`config.mk`:
```
export PLATFORM = sky130hd
export DESIGN_NAME = shift_reg_seq_ctrl_flat
export DESIGN_NICKNAME = d
export VERILOG_FILES = /design/src/rtl/shift_reg_seq_ctrl_pkg.sv /design/src/rtl/shift_reg_seq_ctrl_if.sv /design/src/rtl/shift_reg_seq_ctrl_tick.sv /design/src/rtl/shift_reg_seq_ctrl.sv /design/src/flat_wrapper.sv
export SDC_FILE = /design/constraint.sdc
export NUM_CORES = 1
export LEC_CHECK = 0
export CORE_MARGIN = 1
export CORE_UTILIZATION = 48
export DETAILED_ROUTE_END_ITERATION = 8
export GPL_TIMING_DRIVEN = 0
export PLACE_DENSITY_LB_ADDON = 0.15
export SKIP_LAST_GASP = 1
export SLEW_MARGIN = 20
export SYNTH_ARGS = -nofsm -noshare
export SYNTH_HDL_FRONTEND = slang
export SYNTH_HIERARCHICAL = 1
export SYNTH_SLANG_ARGS = --single-unit
```
`constraint.sdc`:
```
create_clock -name CLOCK -period 3.15 [get_ports CLOCK]
set_clock_uncertainty 0.2 [all_clocks]
set_input_delay 0.7875 -clock CLOCK [delete_from_list [all_inputs] [get_ports CLOCK]]
set_output_delay 0.7875 -clock CLOCK [all_outputs]
set_load 0.05 [all_outputs]
```
`src/rtl/shift_reg_seq_ctrl_pkg.sv`:
```
// Shared types, CTRL codes and parameter legality checks for the shift register sequencer.
package shift_reg_seq_ctrl_pkg;

    typedef enum logic [1:0] {
        IDLE  = 2'd0,
        LOAD  = 2'd1,
        SHIFT = 2'd2,
        DONE  = 2'd3
    } seq_state_e;

    localparam logic [1:0] CTRL_HOLD = 2'b00;
    localparam logic [1:0] CTRL_SHL  = 2'b01;
    localparam logic [1:0] CTRL_LOAD = 2'b10;
    localparam logic [1:0] CTRL_SHR  = 2'b11;

    localparam int REG_WIDTH = 8;
    localparam int DIV_MAX   = 255;

    function automatic bit width_legal(input int width);
        return width == REG_WIDTH;
    endfunction

    function automatic bit div_legal(input int div, input int cnt_w);
        return (div >= 1) && (div <= DIV_MAX) && ((cnt_w >= 31) || (div <= (1 << cnt_w)));
    endfunction

endpackage

```
`src/rtl/shift_reg_seq_ctrl_if.sv`:
```
// Request handshake between a word producer and the shift register sequencer.
interface shift_reg_seq_ctrl_if #(
    parameter int WIDTH = 8
);
    logic             start_valid;
    logic             start_ready;
    logic [WIDTH-1:0] data_in;
    logic             dir_in;
    logic             fill_in;

    modport master (
        output start_valid, data_in, dir_in, fill_in,
        input  start_ready
    );

    modport slave (
        input  start_valid, data_in, dir_in, fill_in,
        output start_ready
    );
endinterface

```
`src/rtl/shift_reg_seq_ctrl_tick.sv`:
```
// Shift-step divider: counts 0..DIV-1 while running and flags the last count as a one-cycle tick.
module shift_tick_gen
    import shift_reg_seq_ctrl_pkg::*;
#(
    parameter int DIV   = 1,
    parameter int CNT_W = 8
) (
    input  logic CLOCK,
    input  logic RESET,
    input  logic clr,
    input  logic run,
    output logic tick
);

    localparam logic [CNT_W-1:0] TERM = CNT_W'(DIV - 1);

    logic [CNT_W-1:0] cnt_q;
    logic [CNT_W-1:0] cnt_d;

    assign tick = run && (cnt_q == TERM);

    always_comb begin
        cnt_d = cnt_q;
        if (clr) begin
            cnt_d = '0;
        end else if (run) begin
            cnt_d = tick ? '0 : cnt_q + 1'b1;
        end
    end

    always_ff @(posedge CLOCK) begin
        if (RESET) begin
            cnt_q <= '0;
        end else begin
            cnt_q <= cnt_d;
        end
    end

endmodule

```
`src/rtl/shift_reg_seq_ctrl.sv`:
```
// Sequencer that parallel-loads one word into an 8-bit universal shift register and shifts it out.
// Build option SEQ_ROTATE_EN: feed the register's own serial end back on S_IN so the word rotates.
//
// state | meaning
// IDLE  | waiting for a request, start_ready high
// LOAD  | one cycle of CTRL=10 with the latched word on D
// SHIFT | WIDTH enabled shift steps, one every DIV cycles
// DONE  | one-cycle done pulse, register held
module shift_reg_seq_ctrl
    import shift_reg_seq_ctrl_pkg::*;
#(
    parameter int WIDTH = 8,
    parameter int DIV   = 1,
    parameter int CNT_W = 8
) (
    input  logic             CLOCK,
    input  logic             RESET,
    shift_reg_seq_ctrl_if.slave req,
    input  logic             abort,
`ifdef SEQ_ROTATE_EN
    input  logic [WIDTH-1:0] reg_q,
`endif
    output logic [1:0]       ctrl_out,
    output logic             enable_out,
    output logic             s_in_out,
    output logic [WIDTH-1:0] d_out,
    output logic             busy,
    output logic             done
);

    localparam int SCNT_W = $clog2(WIDTH + 1);

    if (!width_legal(WIDTH)) begin : g_bad_width
        $error("shift_reg_seq_ctrl: WIDTH must equal the register width");
    end
    if (!div_legal(DIV, CNT_W)) begin : g_bad_div
        $error("shift_reg_seq_ctrl: DIV must be 1..255 and fit in CNT_W bits");
    end

    seq_state_e        state_q, state_d;
    logic [WIDTH-1:0]  data_q, data_d;
    logic              dir_q, dir_d;
    logic [SCNT_W-1:0] shift_cnt_q, shift_cnt_d;
    logic              tick;
    logic              tick_clr;
    logic              shift_in_bit;
    logic              start_ready;

`ifdef SEQ_ROTATE_EN
    assign shift_in_bit = dir_q ? reg_q[0] : reg_q[WIDTH-1];
`else
    logic fill_q, fill_d;
    assign shift_in_bit = fill_q;
`endif

    // Divider restarts on every LOAD and on an abort so the next transfer begins aligned.
    assign tick_clr = (state_q == LOAD) || (abort && (state_q == SHIFT));

    shift_tick_gen #(
        .DIV   (DIV),
        .CNT_W (CNT_W)
    ) u_tick (
        .CLOCK (CLOCK),
        .RESET (RESET),
        .clr   (tick_clr),
        .run   (state_q == SHIFT),
        .tick  (tick)
    );

    always_ff @(posedge CLOCK) begin
        if (RESET) begin
            state_q     <= IDLE;
            data_q      <= '0;
            dir_q       <= 1'b0;
            shift_cnt_q <= '0;
`ifndef SEQ_ROTATE_EN
            fill_q      <= 1'b0;
`endif
        end else begin
            state_q     <= state_d;
            data_q      <= data_d;
            dir_q       <= dir_d;
            shift_cnt_q <= shift_cnt_d;
`ifndef SEQ_ROTATE_EN
            fill_q      <= fill_d;
`endif
        end
    end

    always_comb begin
        state_d     = state_q;
        data_d      = data_q;
        dir_d       = dir_q;
        shift_cnt_d = shift_cnt_q;
`ifndef SEQ_ROTATE_EN
        fill_d      = fill_q;
`endif
        case (state_q)
            IDLE: begin
                if (req.start_valid) begin
                    data_d  = req.data_in;
                    dir_d   = req.dir_in;
`ifndef SEQ_ROTATE_EN
                    fill_d  = req.fill_in;
`endif
                    state_d = LOAD;
                end
            end
            LOAD: begin
                shift_cnt_d = '0;
                state_d     = abort ? IDLE : SHIFT;
            end
            SHIFT: begin
                if (tick) begin
                    shift_cnt_d = shift_cnt_q + 1'b1;
                    if (shift_cnt_q == SCNT_W'(WIDTH - 1)) begin
                        state_d = DONE;
                    end
                end
                // Abort beats completion: the final shift still happens but no done pulse.
                if (abort) begin
                    state_d = IDLE;
                end
            end
            DONE: begin
                state_d = IDLE;
            end
            default: begin
                state_d = IDLE;
            end
        endcase
    end

    always_comb begin
        ctrl_out    = CTRL_HOLD;
        enable_out  = 1'b0;
        s_in_out    = 1'b0;
        busy        = 1'b0;
        done        = 1'b0;
        start_ready = 1'b0;
        case (state_q)
            IDLE: begin
                start_ready = 1'b1;
            end
            LOAD: begin
                ctrl_out   = CTRL_LOAD;
                enable_out = 1'b1;
                busy       = 1'b1;
            end
            SHIFT: begin
                ctrl_out   = dir_q ? CTRL_SHR : CTRL_SHL;
                enable_out = tick;
                s_in_out   = shift_in_bit;
                busy       = 1'b1;
            end
            DONE: begin
                done = 1'b1;
            end
            default: begin
                start_ready = 1'b0;
            end
        endcase
    end

    assign d_out           = data_q;
    assign req.start_ready = start_ready;

endmodule

```
`src/flat_wrapper.sv`:
```
// flat-port wrapper written by rule: the top's interface ports become plain ports
module shift_reg_seq_ctrl_flat import shift_reg_seq_ctrl_pkg::*;
#(
    parameter int WIDTH = 8,
    parameter int DIV   = 1,
    parameter int CNT_W = 8
)
  (CLOCK, RESET, abort, ctrl_out, enable_out, s_in_out, d_out, busy, done, req_start_valid, req_data_in, req_dir_in, req_fill_in, req_start_ready);
  shift_reg_seq_ctrl_if #(.WIDTH(WIDTH)) req_i ();
  input  logic CLOCK;
  input  logic RESET;
  input  logic abort;
  output logic [1:0] ctrl_out;
  output logic enable_out;
  output logic s_in_out;
  output logic [WIDTH-1:0] d_out;
  output logic busy;
  output logic done;
  input wire logic [$bits(req_i.start_valid)-1:0] req_start_valid;
  input wire logic [$bits(req_i.data_in)-1:0] req_data_in;
  input wire logic [$bits(req_i.dir_in)-1:0] req_dir_in;
  input wire logic [$bits(req_i.fill_in)-1:0] req_fill_in;
  output wire logic [$bits(req_i.start_ready)-1:0] req_start_ready;
  assign req_i.start_valid = req_start_valid;
  assign req_i.data_in = req_data_in;
  assign req_i.dir_in = req_dir_in;
  assign req_i.fill_in = req_fill_in;
  assign req_start_ready = req_i.start_ready;
  shift_reg_seq_ctrl #(.WIDTH(WIDTH), .DIV(DIV), .CNT_W(CNT_W)) u_core (.CLOCK(CLOCK), .RESET(RESET), .req(req_i), .abort(abort), .ctrl_out(ctrl_out), .enable_out(enable_out), .s_in_out(s_in_out), .d_out(d_out), .busy(busy), .done(done));
endmodule
```
==> results of run 1 <==
[Yosys cell counts, drive strengths merged]
cell type	instances	area share [%]
nor3	1	0.41
mux2i	2	1.6
xor2	3	2.2
or4	2	1.5
a31oi	2	1.0
nand3b	1	0.62
or3	3	1.6
nand3	1	0.41
buf	4	2.4
o31ai	1	0.62
nand2b	2	1.0
a21oi	17	7.3
nor2b	4	2.1
and2	2	1.0
o21ai	4	1.9
inv	5	1.5
nand4b	1	0.72
nor2	7	2.2
o211a	1	0.82
ha	9	9.2
dfxtp	24	39
or4b	2	2.3
a32oi	1	0.72
or3b	1	0.72
nand4	4	3.8
clkbuf	1	0.31
a21o	1	0.62
nand2	29	8.9
o211ai	2	1.2
a21boi	3	1.8
[flip-flops by register name (all words and copies together) (netlist names)]
register and cells:
u_core/d_out 8, u_core/dir_q 1, u_core/fill_q 1, u_core/shift_cnt_q 4, u_core/state_q 2, u_core/u_tick/cnt_q 8
[final cells by class]
type	instances	area, um^2	area share, %
Sequential cell	24	485.5	29.48
Timing Repair Buffer	33	321.6	19.53
Clock buffer	4	36.28	2.204
Tap cell	28	35.03	2.128
Multi-Input combinational cell	106	710.7	43.16
Inverter	5	21.27	1.292
Buffer	5	36.28	2.204
[metal layers]
metal | track usage (%) | vias up | wire (um)
li1 | - | 560 | -
met1 | 25.67 | 493 | 1124
met2 | 37.76 | 30 | 1276
met3 | 2.609 | 4 | 102
met4 | 7.895 | 0 | 29
met5 | 0 | - | 0
[worst max path at each step]
stage | startpoint | to | slack (ns)
6_report | u_core/state_q[0] | enable_out | 0.06
5_1_grt | u_core/state_q[0] | enable_out | -0.03
4_1_cts | u_core/state_q[0] | enable_out | 0.01
3_5_place_dp | u_core/state_q[0] | enable_out | -0.54
3_3_place_gp | u_core/state_q[0] | enable_out | -0.51
2_1_floorplan | u_core/state_q[0] | enable_out | 0.07
[kinds of logic (layout without fill, tap and decap cells)]
logic type	after synthesis	in the layout	share of synthesized area, %
and+or+nand+nor	60	60	27.28
AOI/OAI and AO/OA	32	32	16.10
DFF	24	24	39.38
buffers and inverters	10	47	4.205
adders and majority gates	9	9	9.231
xor gates and xnor gates	3	3	2.154
muxes	2	2	1.641
[power breakdown]
part / switching [mW] / internal [mW] / total [mW]
logic: 0.102 / 0.0667 / 0.169
clock network: 0.0876 / 0.0706 / 0.158
registers: 0.00698 / 0.315 / 0.322
total: 0.197 / 0.453 / 0.649
[layout by cell type, fill, tap and decap left out, drive strengths merged, types with 3 or more instances in the layout]
cell type      netlist  routed
dfxtp               24      24
a21oi               17      17
nand4                4       4
a21boi               3       3
nand2               29      29
ha                   9       9
nor2                 7       7
clkdlybuf4s50        0      26
inv                  5       5
xor2                 3       3
nor2b                4       4
or3                  3       3
buf                  4      10
clkbuf               1       5
o21ai                4       4
[per-stage QoR]
step | TNS, ns | hold WS [ns] | instance area (um^2)
after floorplan | 0 | 0.2317 | 1222
after global placement | -0.5079 | 0.2404 | 1538
after detailed placement | -0.5403 | 0.2443 | 1538
after CTS | 0 | 0.2623 | 1617
after global routing | -0.03207 | 0.2853 | 1647
final | 0 | 0.2601 | 1647
[worst max-delay path: stages (launching register included)]
cell,delay [ns]
sky130_fd_sc_hd__dfxtp_4,0.38
sky130_fd_sc_hd__inv_4,0.07
sky130_fd_sc_hd__ha_4,0.16
sky130_fd_sc_hd__buf_6,0.10
sky130_fd_sc_hd__or4b_4,0.48
sky130_fd_sc_hd__nor2_4,0.10
sky130_fd_sc_hd__buf_6,0.13
sky130_fd_sc_hd__a21oi_1,0.08
sky130_fd_sc_hd__nor2b_2,0.13
sky130_fd_sc_hd__buf_6,0.16
[what timing repair did]
action                     in CTS  in global routing
setup endpoints to repair       3                  3
resized for setup              16                  2
pin swaps                       0                  0
buffers inserted                2                  3
==> Implementation_results.wiki, run 1 <==
{| class="wikitable"
! Metric !! Value
|-
| Worst Path Max Fanout || 8
|-
| H-tree depth reported by CTS || 1
|-
| Crit Reg-Reg Startpoint || u_core/state_q[0]
|-
| WL final || 2.534 mm
|-
| Shortest period the worst path allows || 3.093 ns
|-
| Core region area || 0.002297 mm^2
|-
| Classification of the worst-slack hold path || register to register
|-
| Mean instance size in the synthesized netlist || 8.714 um^2
|-
| Worst Hold End || u_core/fill_q
|-
| # IOs || 29
|-
| Worst setup slack after layout || 0.05680 ns
|-
| Placed cell count || 196
|-
| Number of antenna violations at the first check in global routing || 0
|-
| Final net count || 201
|-
| DRC violation count after routing || 0
|-
| Worst vdd rail ir drop || 0.3251 mV
|-
| Synth-to-Final Area Change || 34.97%
|-
| Clock Pin Slew Worst Setup and Hold Paths || 0.12 ns
|-
| Unrepaired setup endpoints after global routing || yes
|-
| Number of violations reported at the end of detailed-routing iteration 0 || 21
|-
| Worst Setup Slack post-DPL || -0.5403 ns
|-
| Maximum capacitance violations || 0
|-
| Startpoint type of the worst setup path || register
|-
| Status || complete, no violations
|-
| RR Endpoint || u_core/shift_cnt_q[3]
|-
| Number of hold buffers added after CTS || 0
|-
| Start-to-end type of the worst setup path || register to output port
|-
| Average routed wire per standard cell || 12.36 um
|-
| Post-synthesis instance total || 140
|-
| Layout cells sized above 1 || 15.82%
|-
| Post-route antenna net violation count || 0
|-
| Number of antenna repair diodes || 0
|-
| RD Place Congestion || 0.8371
|-
| Depth of the worst hold-timing path || 2
|-
| Hold violation total from the final report || 0
|-
| CTS tree || built
|-
| Yosys warns || 6
|-
| Largest buffer count on any clock path || 2
|-
| Max frequency || 0.3233 GHz
|-
| Slew at the pin closest to its max-slew limit || 0.4963 ns
|-
| Power density normalized to cell area || 394.4 mW/mm^2
|-
| Overall power || 0.6494 mW
|-
| Final std cells w/o fill || 205
|-
| Cell Area, Synth || 0.001220 mm^2
|-
| Maximum number of pins on one net before global-route repair || 14
|-
| Relative slew slack || 66.81%
|-
| Std-Cell Rows || 17
|-
| Die Span Y || 52.42 um
|-
| Unique masters post-synth || 38
|-
| Filler cells || 181
|-
| Reg-to-reg setup timing slack || 0.86 ns
|-
| Clock latency reported for the late side of the worst-skew pair || 0.31 ns
|-
| Tot GR Track Use || 21.20%
|-
| Required time at the endpoint of the critical path || 2.16 ns
|-
| Total number of vias || 1087
|-
| #FFs+latches synth || 24
|-
| Final worst-path cycle share || 98.20%
|-
| Final setup fails || 0
|-
| Clock tree sinks || 24
|-
| Final design utilization || 71.68%
|-
| Floorplan die width || 52.42 um
|-
| First-pass GRT wire length || 4.291 mm
|-
| Full die area || 0.002747 mm^2
|-
| Drt via density || 5.302
|-
| Sequential fraction of the synthesis area || 39.38%
|-
| Port-buffer cells || 28
|-
| Detailed-placement wirelength estimate || 1.819 mm
|-
| Critical Path End Type || output port
|-
| Total clock buffers created by CTS || 3
|-
| Number of max-slew violations in the final report || 0
|-
| Count of TritonRoute iterations in the first routing pass || 4
|-
| Number of global-route vias before repair || 1004
|-
| Starting utilization of the core area || 53.10%
|-
| Hold path startpoint || u_core/fill_q
|-
| Logic depth of the worst register-to-register path || 9
|-
| Leak Pwr || 0.6533 nW
|-
| Critical path arrival || 2.11 ns
|-
| Number of nets produced by synthesis || 163
|-
| Buffer type at the clock tree root || sky130_fd_sc_hd__clkbuf_4
|-
| Global route overflow || 0
|}
(Power assumes the default switching activity.)
==> run 2: changes to the inputs <==
SETUP_SLACK_MARGIN = 0.1   (was default)
==> Implementation_results.wiki, run 2 (same netlist as run 1, synthesis figures left out) <==
{| class="wikitable"
! Metric !! Value
|-
| Detailed-placement wirelength estimate || 1.935 mm (+6.4%)
|-
| Maximum capacitance violations || 0 (unchanged)
|-
| Clock tree sinks || 24 (unchanged)
|-
| Final design utilization || 72.71% (+1.0 points)
|-
| Required time at the endpoint of the critical path || 2.16 ns (about the same)
|-
| Final std cells w/o fill || 207 (+0.98%)
|-
| Worst Setup Slack post-DPL || -0.5890 ns (-0.04872 ns)
|-
| DRC violation count after routing || 0 (unchanged)
|-
| Worst Path Max Fanout || 7 (-1)
|-
| Unrepaired setup endpoints after global routing || yes
|-
| Hold violation total from the final report || 0 (unchanged)
|-
| Classification of the worst-slack hold path || register to register
|-
| Final setup fails || 0 (unchanged)
|-
| H-tree depth reported by CTS || 1 (unchanged)
|-
| Leak Pwr || 0.6586 nW (+0.82%)
|-
| Total clock buffers created by CTS || 3 (unchanged)
|-
| # IOs || 29 (unchanged)
|-
| Power density normalized to cell area || 394.9 mW/mm^2 (+0.12%)
|-
| Core region area || 0.002297 mm^2 (unchanged)
|-
| Floorplan die width || 52.42 um (unchanged)
|-
| Total number of vias || 1145 (+5.3%)
|-
| Post-route antenna net violation count || 0 (unchanged)
|-
| Depth of the worst hold-timing path || 2 (unchanged)
|-
| First-pass GRT wire length || 4.388 mm (+2.3%)
|-
| RD Place Congestion || 0.7950 (-5.0%)
|-
| Buffer type at the clock tree root || sky130_fd_sc_hd__clkbuf_4
|-
| Starting utilization of the core area || 53.10% (unchanged)
|-
| Largest buffer count on any clock path || 2 (unchanged)
|-
| Maximum number of pins on one net before global-route repair || 14 (unchanged)
|-
| Most frequent cells in the layout || 29 x sky130_fd_sc_hd__nand2_1, 25 x sky130_fd_sc_hd__clkdlybuf4s50_1, 22 x sky130_fd_sc_hd__dfxtp_1
|-
| Shortest period the worst path allows || 3.061 ns (-0.03189 ns)
|-
| Layout cells sized above 1 || 17.32% (+1.5 points)
|-
| Final worst-path cycle share || 97.18% (-1.0 points)
|-
| Number of antenna repair diodes || 0 (unchanged)
|-
| Relative slew slack || 66.69% (-0.12 points)
|-
| Placed cell count || 196 (unchanged)
|-
| Tot GR Track Use || 21.60% (+0.40 points)
|-
| Worst setup slack after layout || 0.08869 ns (+0.03189 ns)
|-
| Global route overflow || 0 (unchanged)
|-
| Filler cells || 163 (-9.9%)
|-
| Overall power || 0.6596 mW (+1.6%)
|-
| Critical path arrival || 2.07 ns (-0.04 ns)
|-
| Clock latency reported for the late side of the worst-skew pair || 0.31 ns (about the same)
|-
| Die Span Y || 52.42 um (unchanged)
|-
| Critical Path End Type || output port
|-
| Average routed wire per standard cell || 13.55 um (+9.6%)
|-
| Std-Cell Rows || 17 (unchanged)
|-
| Drt via density || 5.531 (+4.3%)
|-
| Number of max-slew violations in the final report || 0 (unchanged)
|-
| Number of violations reported at the end of detailed-routing iteration 0 || 31 (+48%)
|-
| Start-to-end type of the worst setup path || register to output port
|-
| Full die area || 0.002747 mm^2 (unchanged)
|-
| Final net count || 203 (+1.0%)
|-
| CTS tree || built
|-
| Logic depth of the worst register-to-register path || 11 (+2)
|-
| Worst vdd rail ir drop || 0.3099 mV (-4.7%)
|-
| Port-buffer cells || 28 (unchanged)
|-
| Clock Pin Slew Worst Setup and Hold Paths || 0.13 ns (about the same)
|-
| Synth-to-Final Area Change || 36.92%
|-
| Slew at the pin closest to its max-slew limit || 0.4981 ns (+0.001787 ns)
|-
| Count of TritonRoute iterations in the first routing pass || 4 (unchanged)
|-
| Status || complete, no violations
|-
| Max frequency || 0.3267 GHz (+1.0%)
|-
| Number of global-route vias before repair || 1080 (+7.6%)
|-
| WL final || 2.804 mm (+11%)
|-
| Most common cell after layout, fill and taps aside || sky130_fd_sc_hd__nand2_1
|-
| Startpoint type of the worst setup path || register
|-
| Number of antenna violations at the first check in global routing || 0 (unchanged)
|}
[run 2: metal layers]
layer / vias up / track usage [%] / wire [um]
met4: 0 / 10.53 / 31
met1: 553 / 23.79 / 1214
met2: 27 / 39.45 / 1446
met3: 4 / 3.478 / 110
met5: - / 0 / 0
li1: 561 / - / -
[run 2: worst max-delay path, stage by stage, from the launching register on]
cell and delay, ns:
sky130_fd_sc_hd__dfxtp_2 0.36, sky130_fd_sc_hd__inv_4 0.08, sky130_fd_sc_hd__ha_4 0.16, sky130_fd_sc_hd__buf_6 0.12
sky130_fd_sc_hd__or4b_4 0.48, sky130_fd_sc_hd__nor2_4 0.13, sky130_fd_sc_hd__buf_6 0.11, sky130_fd_sc_hd__a21oi_4 0.05
sky130_fd_sc_hd__nor2b_4 0.11, sky130_fd_sc_hd__buf_6 0.16
[run 2: final cells by class]
class	instances	area [um^2]	area share, %
inverters	5	21.27	1.273
plain buffers	5	36.28	2.172
flip-flops and latches	24	483.0	28.91
repair buffers	35	331.6	19.85
well taps	28	35.03	2.097
clock buffers	4	36.28	2.172
multi-input cells	106	726.9	43.52
[run 2: path summary, 6_finish.rpt]
kind	startpoint	slack [ns]	endpoint
setup / recovery	u_core/state_q[0]	0.09	enable_out
hold / removal	u_core/d_out[4]	0.26	u_core/d_out[4]
setup reg to reg	u_core/state_q[0]	0.59	u_core/shift_cnt_q[3]
hold reg to reg	u_core/d_out[4]	0.26	u_core/d_out[4]
[run 2: per-stage QoR]
| stage | TNS (ns) | hold WS, ns | instance area [um^2] |
|---|---|---|---|
| after floorplan | 0 | 0.2317 | 1227 |
| after global placement | -0.5205 | 0.2375 | 1543 |
| after detailed placement | -0.5890 | 0.2497 | 1543 |
| after CTS | 0 | 0.2674 | 1632 |
| after global routing | -0.003584 | 0.2827 | 1670 |
| final | 0 | 0.2612 | 1670 |
[run 2: timing repair]
action                     4_1_cts  5_1_grt
hold buffers                     0        0
setup buffers                    4        3
setup endpoints to repair        3        1
pin swaps                        0        2
gates resized for setup         17        3
[run 2: report_power, final]
group / switching [mW] / internal [mW] / total (mW)
Sequential: 0.00671 / 0.315 / 0.322
Clock: 0.0935 / 0.0706 / 0.164
Combinational: 0.104 / 0.0689 / 0.173
Total: 0.205 / 0.455 / 0.660
==> run 3: changes to the inputs <==
SLEW_MARGIN = default   (was 20)
==> results of run 3 <==
No change in the layout: final DEF, timing and power equal those of run 2.
